<file path="config.mk">
export PLATFORM = sky130hd
export DESIGN_NAME = secure_init_ctrl_flat
export DESIGN_NICKNAME = d
export VERILOG_FILES = /design/src/rtl/secure_init_if.sv /design/src/rtl/secure_init_ctrl.sv /design/src/flat_wrapper.sv
export SDC_FILE = /design/constraint.sdc
export NUM_CORES = 1
export LEC_CHECK = 0
export ABC_CLOCK_PERIOD_IN_PS = 1700
export BUFFER_PORTS_ARGS = -buffer_cell sky130_fd_sc_hd__buf_2
export CELL_PAD_IN_SITES_DETAIL_PLACEMENT = 0
export CELL_PAD_IN_SITES_GLOBAL_PLACEMENT = 2
export CORE_MARGIN = 4
export CORE_UTILIZATION = 28
export CTS_BUF_LIST = sky130_fd_sc_hd__clkbuf_8
export CTS_CLUSTER_SIZE = 10
export DETAILED_ROUTE_END_ITERATION = 12
export PLACE_DENSITY = 0.78
export SLEW_MARGIN = 20
export SYNTH_ARGS = -nofsm -noshare
export SYNTH_HDL_FRONTEND = slang
export SYNTH_SLANG_ARGS = --single-unit
</file>
<file path="constraint.sdc">
create_clock -name clk -period 1.7 [get_ports clk]
set_input_delay 0.255 -clock clk [delete_from_list [all_inputs] [get_ports clk]]
set_output_delay 0.255 -clock clk [all_outputs]
set_load 0.05 [all_outputs]
</file>
<file path="src/rtl/secure_init_if.sv">
// Status/strobe/data bus between secure_init_ctrl and its consumer, plus the
// configuration write port arbitrated against the secure-mode lock.
interface secure_init_if;
  logic        secure_in;
  logic        cfg_valid;
  logic [31:0] cfg_wdata;
  logic        cfg_ready;
  logic        cfg_err;
  logic        status;
  logic        strobe;
  logic [31:0] data;
  logic        secure_out;

  modport master (
    output secure_in, cfg_valid, cfg_wdata,
    input  cfg_ready, cfg_err, status, strobe, data, secure_out
  );

  modport slave (
    input  secure_in, cfg_valid, cfg_wdata,
    output cfg_ready, cfg_err, status, strobe, data, secure_out
  );
endinterface

</file>
<file path="src/rtl/secure_init_ctrl.sv">
// Timed bring-up sequencer for the secure status/strobe/data interface; owns
// every later update of the data word and rejects writes while secure mode is latched.
module secure_init_ctrl #(
  parameter int          STATUS_DLY = 9,
  parameter int          STROBE_DLY = 5,
  parameter logic [31:0] INIT_WORD  = 32'h0000_00FF
) (
  input logic          clk,
  input logic          rst2,
  input logic          rst1,
  secure_init_if.slave bus
);

  localparam int MAX_DLY = (STATUS_DLY > STROBE_DLY) ? STATUS_DLY : STROBE_DLY;
  localparam int CNT_W   = $clog2(MAX_DLY + 1);

  localparam logic [1:0] S_HOLD  = 2'd0;
  localparam logic [1:0] S_WAIT  = 2'd1;
  localparam logic [1:0] S_ARM   = 2'd2;
  localparam logic [1:0] S_READY = 2'd3;

  logic [1:0]       state;
  logic [CNT_W-1:0] cnt;
  logic             status_q;
  logic             strobe_q;
  logic             secure_q;
  logic             err_q;
  logic [31:0]      data_q;
  logic             accept;
  logic             reject;

  // A write is only considered in READY with soft reset released, and never in
  // the strobe cycle, which keeps strobes at least one cycle apart.
  // NOTE: every always_comb output gets a default first so no latch is inferred.
  always_comb begin
    accept = 1'b0;
    reject = 1'b0;
    if (state == S_READY && rst1 && bus.cfg_valid && !strobe_q) begin
      accept = !secure_q;
      reject = secure_q;
    end
  end

  // NOTE: sequential state uses non-blocking assignments only, so every flop
  // samples the pre-edge value of every other flop.
  always_ff @(posedge clk or negedge rst2) begin
    if (!rst2) begin
      state    <= S_HOLD;
      cnt      <= '0;
      status_q <= 1'b1;
      strobe_q <= 1'b0;
      secure_q <= 1'b0;
      err_q    <= 1'b0;
      data_q   <= '0;
    end else if (!rst1) begin
      // Soft reset deliberately leaves data_q untouched.
      state    <= S_HOLD;
      cnt      <= '0;
      status_q <= 1'b1;
      strobe_q <= 1'b0;
      secure_q <= 1'b0;
      err_q    <= 1'b0;
    end else begin
      strobe_q <= 1'b0;
      err_q    <= reject;
      case (state)
        S_HOLD: begin
          state    <= S_WAIT;
          cnt      <= CNT_W'(STATUS_DLY - 1);
          secure_q <= bus.secure_in;
        end
        S_WAIT: begin
          if (cnt == '0) begin
            state    <= S_ARM;
            cnt      <= CNT_W'(STROBE_DLY - 1);
            status_q <= 1'b0;
            data_q   <= INIT_WORD;
          end else begin
            cnt <= cnt - 1'b1;
          end
        end
        S_ARM: begin
          if (cnt == '0) begin
            state    <= S_READY;
            strobe_q <= 1'b1;
          end else begin
            cnt <= cnt - 1'b1;
          end
        end
        S_READY: begin
          if (accept) begin
            data_q   <= bus.cfg_wdata;
            strobe_q <= 1'b1;
          end
        end
        default: state <= S_HOLD;
      endcase
    end
  end

  assign bus.cfg_ready  = accept;
  assign bus.cfg_err    = err_q;
  assign bus.status     = status_q;
  assign bus.strobe     = strobe_q;
  assign bus.data       = data_q;
  assign bus.secure_out = secure_q;

endmodule

</file>
<file path="src/flat_wrapper.sv">
// flat-port wrapper written by rule: the top's interface ports become plain ports
module secure_init_ctrl_flat 
#(
  parameter int          STATUS_DLY = 9,
  parameter int          STROBE_DLY = 5,
  parameter logic [31:0] INIT_WORD  = 32'h0000_00FF
)
  (clk, rst2, rst1, bus_secure_in, bus_cfg_valid, bus_cfg_wdata, bus_cfg_ready, bus_cfg_err, bus_status, bus_strobe, bus_data, bus_secure_out);
  secure_init_if bus_i ();
  input logic clk;
  input logic rst2;
  input logic rst1;
  input wire logic [$bits(bus_i.secure_in)-1:0] bus_secure_in;
  input wire logic [$bits(bus_i.cfg_valid)-1:0] bus_cfg_valid;
  input wire logic [$bits(bus_i.cfg_wdata)-1:0] bus_cfg_wdata;
  output wire logic [$bits(bus_i.cfg_ready)-1:0] bus_cfg_ready;
  output wire logic [$bits(bus_i.cfg_err)-1:0] bus_cfg_err;
  output wire logic [$bits(bus_i.status)-1:0] bus_status;
  output wire logic [$bits(bus_i.strobe)-1:0] bus_strobe;
  output wire logic [$bits(bus_i.data)-1:0] bus_data;
  output wire logic [$bits(bus_i.secure_out)-1:0] bus_secure_out;
  assign bus_i.secure_in = bus_secure_in;
  assign bus_i.cfg_valid = bus_cfg_valid;
  assign bus_i.cfg_wdata = bus_cfg_wdata;
  assign bus_cfg_ready = bus_i.cfg_ready;
  assign bus_cfg_err = bus_i.cfg_err;
  assign bus_status = bus_i.status;
  assign bus_strobe = bus_i.strobe;
  assign bus_data = bus_i.data;
  assign bus_secure_out = bus_i.secure_out;
  secure_init_ctrl #(.STATUS_DLY(STATUS_DLY), .STROBE_DLY(STROBE_DLY), .INIT_WORD(INIT_WORD)) u_core (.clk(clk), .rst2(rst2), .rst1(rst1), .bus(bus_i));
endmodule
</file>
# Word-level counts from Yosys, hierarchy flattened

Cells that the tools add are included.

Add/subtract/negate cells: 1
Equality and inequality tests: 12
Multiplexer cells: 23
Reductions and logical operators: 12

Operator list:

| cell                                                  | count |
|---|---|
| two-way mux 32 bit                                    | 2 |
| case mux 32 bit (2 select lines)                      | 1 |
| two-way mux 4 bit                                     | 3 |
| case mux 4 bit (3 select lines)                       | 1 |
| two-way mux 1 bit                                     | 11 |
| inequality test 2 x 1 -> 1 bit, second input constant | 4 |
| two-way mux 2 bit                                     | 3 |
| inequality test 3 x 2 -> 1 bit, second input constant | 2 |
| case mux 2 bit (3 select lines)                       | 1 |
| == test 2 bit, second input constant                  | 2 |
| logical NOT 4 bit                                     | 1 |
| inequality test 4 x 1 -> 1 bit, second input constant | 1 |
| AND reduction 2 bit                                   | 2 |
| AND reduction 4 bit                                   | 1 |
| subtractor 4 x 1 -> 4 bit, second input constant      | 1 |
| logical AND 1 bit                                     | 3 |
| inequality test 3 bit, second input constant          | 1 |
| AND reduction 3 bit                                   | 1 |
| == test 2 x 1 -> 1 bit, second input constant         | 1 |
| logical NOT 1 bit                                     | 2 |
| logical NOT 2 bit                                     | 1 |
| inequality test 2 bit, second input constant          | 1 |
| case mux 1 bit (2 select lines)                       | 1 |
| nonzero test 2 bit                                    | 1 |

Register bits after elaboration: 42
Bits of input ports: 37
Output and inout port bits: 37
Word-level logic and storage cells: 55

# Logic depth before layout (Yosys ltp)

Word-level depth: 8
Gate-level depth with buffers: 7
Mapped depth without buffers: 6

# Worst setup path before layout

Ideal clock, no wire load.

Path kind: reg2reg
Start point: reg u_core.strobe_q (netlist: u_core.bus.strobe)
End point: reg u_core.data_q[0] (netlist: u_core.bus.data[0])
Setup time: 122 ps
Arrival time: 1836 ps
Required time: 1578 ps
Slack: -257 ps
Stages on the path, launching flop included: 6
Path buffers: 0
Period minus slack after synthesis: 1957 ps
Cells stage by stage: dfrtp_1 -> nand4b_1 -> nand2b_4 -> inv_1 -> o21ai_1 -> o22a_1

Word-level cells in the longest chain between the ends: 5

Ends and longest elaborated chain:

| element                                | line                   | RTL |
|---|---|---|
| from (decl)                            | secure_init_ctrl.sv:25 | `logic strobe_q;` |
| from (signal assigned)                 | secure_init_ctrl.sv:51 | `strobe_q <= 1'b0;` |
| from (signal assigned)                 | secure_init_ctrl.sv:60 | `strobe_q <= 1'b0;` |
| from (signal assigned)                 | secure_init_ctrl.sv:64 | `strobe_q <= 1'b0;` |
| logical NOT 1 bit                      | secure_init_ctrl.sv:38 | `if (state == S_READY && rst1 && bus.cfg_valid && !strobe_q) begin` |
| logical AND 1 bit                      | secure_init_ctrl.sv:38 |  |
| two-way mux 1 bit                      | secure_init_ctrl.sv:38 |  |
| net bus_cfg_ready                      | flat_wrapper.sv:16     | `output wire logic [$bits(bus_i.cfg_ready)-1:0] bus_cfg_ready;` |
| inequality test 2 bit (no source line) | -                      |  |
| AND reduction 4 bit (no source line)   | -                      |  |
| to (signal assigned)                   | secure_init_ctrl.sv:92 | `data_q <= bus.cfg_wdata;` |
| to (decl)                              | secure_init_ctrl.sv:28 | `logic [31:0] data_q;` |

The timed path passes the listed nets, and every way through them passes these cells.
A chain may end at the register's enable or synchronous reset.

# Worst setup path after layout

Start point: reg u_core.state[0]
End point: reg u_core.data_q[22] (netlist: u_core.bus.data[22])

Word-level cells in the longest chain between the ends: 7
Elaborated cells on any way between the ends: 11
Those cells by class: 4 x eq/ne; 2 x mux; 5 x reduce/logical

Ends and longest elaborated chain:

| element                                | line                                           | RTL |
|---|---|---|
| from (decl)                            | secure_init_ctrl.sv:22                         | `logic [1:0] state;` |
| from (signal assigned)                 | secure_init_ctrl.sv:48                         | `state <= S_HOLD;` |
| from (signal assigned)                 | secure_init_ctrl.sv:57                         | `state <= S_HOLD;` |
| from (signal assigned)                 | secure_init_ctrl.sv:68                         | `state <= S_WAIT;` |
| == test 2 bit                          | secure_init_ctrl.sv:38, secure_init_ctrl.sv:66 |  |
| logical AND 1 bit (3 in a row)         | secure_init_ctrl.sv:38                         |  |
| two-way mux 1 bit                      | secure_init_ctrl.sv:38                         |  |
| inequality test 2 bit (no source line) | -                                              |  |
| AND reduction 4 bit (no source line)   | -                                              |  |

Parallel ways exist; a longest one is shown, timed or not.

==> run metrics <==
status=finished, violations left; violated checks=setup timing; clock latency reported for the late side of the worst-skew pair=300 ps; total power draw=4.26 mW; number of detailed-route iterations in the first pass=4; total number of vias=1,534; post-route minimum period=1710 ps; placed standard-cell area=2380 sq um; Post-Syn Nets=182; min-delay worst type=primary input to flop; x dimension of the die=88.5 microns; clock slew at the register clock pins of the worst setup and hold paths=90 ps; number of synthesized flops with an enable pin=0; Final ANT Viol Nets=0; net count of the finished layout=289; final weighted congestion of routability-driven global placement=0.811; number of rows created at floorplan=29; Max Clock Freq=586 MHz; Placed Cells=303; die height=88.5 microns; top-count cell post-synth=sky130_fd_sc_hd__dfrtp_1; cell types occupying the most area after synthesis=sky130_fd_sc_hd__dfrtp_1 (57%), sky130_fd_sc_hd__a22o_1 (12%), sky130_fd_sc_hd__o22a_1 (3.9%), sky130_fd_sc_hd__ha_1 (3.4%), sky130_fd_sc_hd__mux2i_1 (2.2%); Slew Viols, Final=0; Initial DRC Count=87; number of instances in the synthesized netlist=140; clock root buffer master=sky130_fd_sc_hd__clkbuf_8; fraction of final layout cells sized beyond drive strength 1=0.569; global router's overall resource usage=0.131; end-of-flow core utilization=0.440; vias in the first global route=1,504; IO Port Bufs=73; effective utilization at floorplan=0.287; worst-case vdd ir drop=0.759 mV; first-pass GRT wire length=7820 microns; fin crit share=1.00; die area=7830 sq um; Relative slew margins=0.656; Clock H-tree levels=2; type of origin of the critical path=flop; half-perimeter wire length of the detailed placement result=3360 microns; worst path required time=1880 ps; DR WL/cell=15.6 microns; unrepaired setup endpoints after global routing=true; WL final=5080 microns; endpoint arrival time on the critical path=1890 ps; remaining routing DRC violations=0; Pwr per Cell Area=1530 nW/um^2; maximum clock skew at final layout=8.87 ps; area of all placed cells without fillers=2780 sq um; Setup violations, final=7; cell area after synthesis=1810 sq um; cell taking the most area after synthesis=sky130_fd_sc_hd__dfrtp_1; total I/O pin count=74; post-route setup TNS=-24.0 ps; synthesis warning total=0; syn avg cell area=13.0 sq um; top-area cell type share of the netlist area=0.566; part of the Yosys area used for sequential elements=0.580; clock buffers created by TritonCTS=5; largest net degree at the start of global routing=23; antenna violations before repair=0; Sink Count=42; Final Hold Viols=0; async set or reset register ratio after synthesis=1.00; post-synthesis to final-layout area growth=53.2%; maximum clock path buffer count=2; critical-path maximum fanout=9; number of distinct standard cells referenced by the synthesized netlist=38; dominant synthesized flop cell=sky130_fd_sc_hd__dfrtp_1; classification of the worst setup path=flop to flop; cell types with the highest counts after synthesis=sky130_fd_sc_hd__dfrtp_1 (41), sky130_fd_sc_hd__a22o_1 (24), sky130_fd_sc_hd__inv_1 (9); transition time at the pin with the least slew margin=517 ps; # diodes=0; Leakage=1.35 nW; clock tree from TritonCTS=yes; endpoint kind of the worst setup timing path=flop; Final Instance Count excl. Fillers=325; minimum setup slack in the final design=-5.96 ps; MaxCap Viol Count=0; core footprint=6310 sq um; Avg Vias per Cell=4.72; GRT overflow=0; register bit total from synthesis=42
==> power by group <==
part           switching, mW  internal (mW)  leakage, nW
clock                  0.361          0.440       0.0585
sequential             0.126           1.16        0.532
combinational           1.21          0.966        0.758
==> state kept, by name, summed over array words and instances, names as in the netlist <==
signal / count
u_core.bus.cfg_err: 1
u_core.bus.data: 32
u_core.bus.secure_out: 1
u_core.bus.status: 1
u_core.bus.strobe: 1
u_core.cnt: 4
u_core.state: 2
==> stage by stage <==
stage | worst slack [ps] | hold slack [ps]
4_1_cts | -51.8 | 166
2_1_floorplan | 4.96 | -40.6
3_3_place_gp | -69.0 | 261
6_report | -5.96 | 169
5_1_grt | -89.2 | 159
3_5_place_dp | -128 | 262
==> logic make-up after synthesis <==
family / synth area share
DFF: 0.580
buffers and inverters: 0.0441
muxes: 0.0221
and+or+nand+nor: 0.0855
adders and majority gates: 0.0345
AOI/OAI and AO/OA: 0.234
==> cells in the final DEF, fill, tap and decap left out, types with 2 or more instances in the layout <==
cell type and count:
sky130_fd_sc_hd__a21o_4 4, sky130_fd_sc_hd__a21oi_4 2, sky130_fd_sc_hd__a22o_1 24, sky130_fd_sc_hd__and2_1 2, sky130_fd_sc_hd__buf_2 72, sky130_fd_sc_hd__buf_4 24
sky130_fd_sc_hd__clkbuf_8 5, sky130_fd_sc_hd__dfrtp_1 37, sky130_fd_sc_hd__dfrtp_2 4, sky130_fd_sc_hd__ha_4 3, sky130_fd_sc_hd__inv_1 5, sky130_fd_sc_hd__inv_2 3
sky130_fd_sc_hd__mux2i_1 3, sky130_fd_sc_hd__nand2_1 4, sky130_fd_sc_hd__nor2_1 2, sky130_fd_sc_hd__nor2_4 5, sky130_fd_sc_hd__nor2b_1 2, sky130_fd_sc_hd__o2111ai_1 2
sky130_fd_sc_hd__o21ai_0 3, sky130_fd_sc_hd__o21ai_1 2, sky130_fd_sc_hd__o21ai_4 2, sky130_fd_sc_hd__o22a_1 8
==> repair_timing <==
item	4_1_cts	5_1_grt
pin swaps	6	14
endpoints found under the hold margin	19	0
endpoints found under the setup margin	26	39
resized for setup	24	15
cloned	5	1
setup buffers	5	2
hold buffers	1	0
==> final timing paths <==
check | startpoint | endpoint | slack [ps] | depth (start not counted)
max | u_core.state[0]$_DFFE_PN0P_ | u_core.bus.data[22]$_DFFE_PN0P_ | -6 | 7
min | bus_cfg_wdata[21] | u_core.bus.data[21]$_DFFE_PN0P_ | 170 | 2
max reg2reg | u_core.state[0]$_DFFE_PN0P_ | u_core.bus.data[22]$_DFFE_PN0P_ | -6 | 7
min reg2reg | u_core.bus.status$_DFFE_PN1P_ | u_core.bus.status$_DFFE_PN1P_ | 490 | 2
max in group asynchronous | rst2 | u_core.bus.data[31]$_DFFE_PN0P_ | 690 | 3
min in group asynchronous | rst2 | u_core.bus.data[19]$_DFFE_PN0P_ | 450 | 2
==> cell type report <==
type,count,area [sq um]
Fill cell,598,3530
Inverter,9,37.5
Clock buffer,5,68.8
Multi-Input combinational cell,89,880
Timing Repair Buffer,100,597
Sequential cell,42,1060
Clock inverter,3,43.8
Tap cell,77,96.3
==> metal layers <==
| metal | up-vias | global-route usage | share of wire |
|---|---|---|---|
| li1 | 743 | - | - |
| met1 | 752 | 0.175 | 0.45 |
| met2 | 33 | 0.214 | 0.50 |
| met3 | 6 | 0.0251 | 0.038 |
| met4 | 0 | 0.0426 | 0.014 |
| met5 | - | 0 | 0 |
==> critical path, stage by stage, from the launching register on <==
cell and delay (ps):
sky130_fd_sc_hd__dfrtp_2 440, sky130_fd_sc_hd__buf_4 150, sky130_fd_sc_hd__ha_4 180, sky130_fd_sc_hd__and4bb_4 210
sky130_fd_sc_hd__o21ai_4 140, sky130_fd_sc_hd__buf_12 170, sky130_fd_sc_hd__nor2_4 70, sky130_fd_sc_hd__a22o_1 240
(Power assumes the default switching activity.)
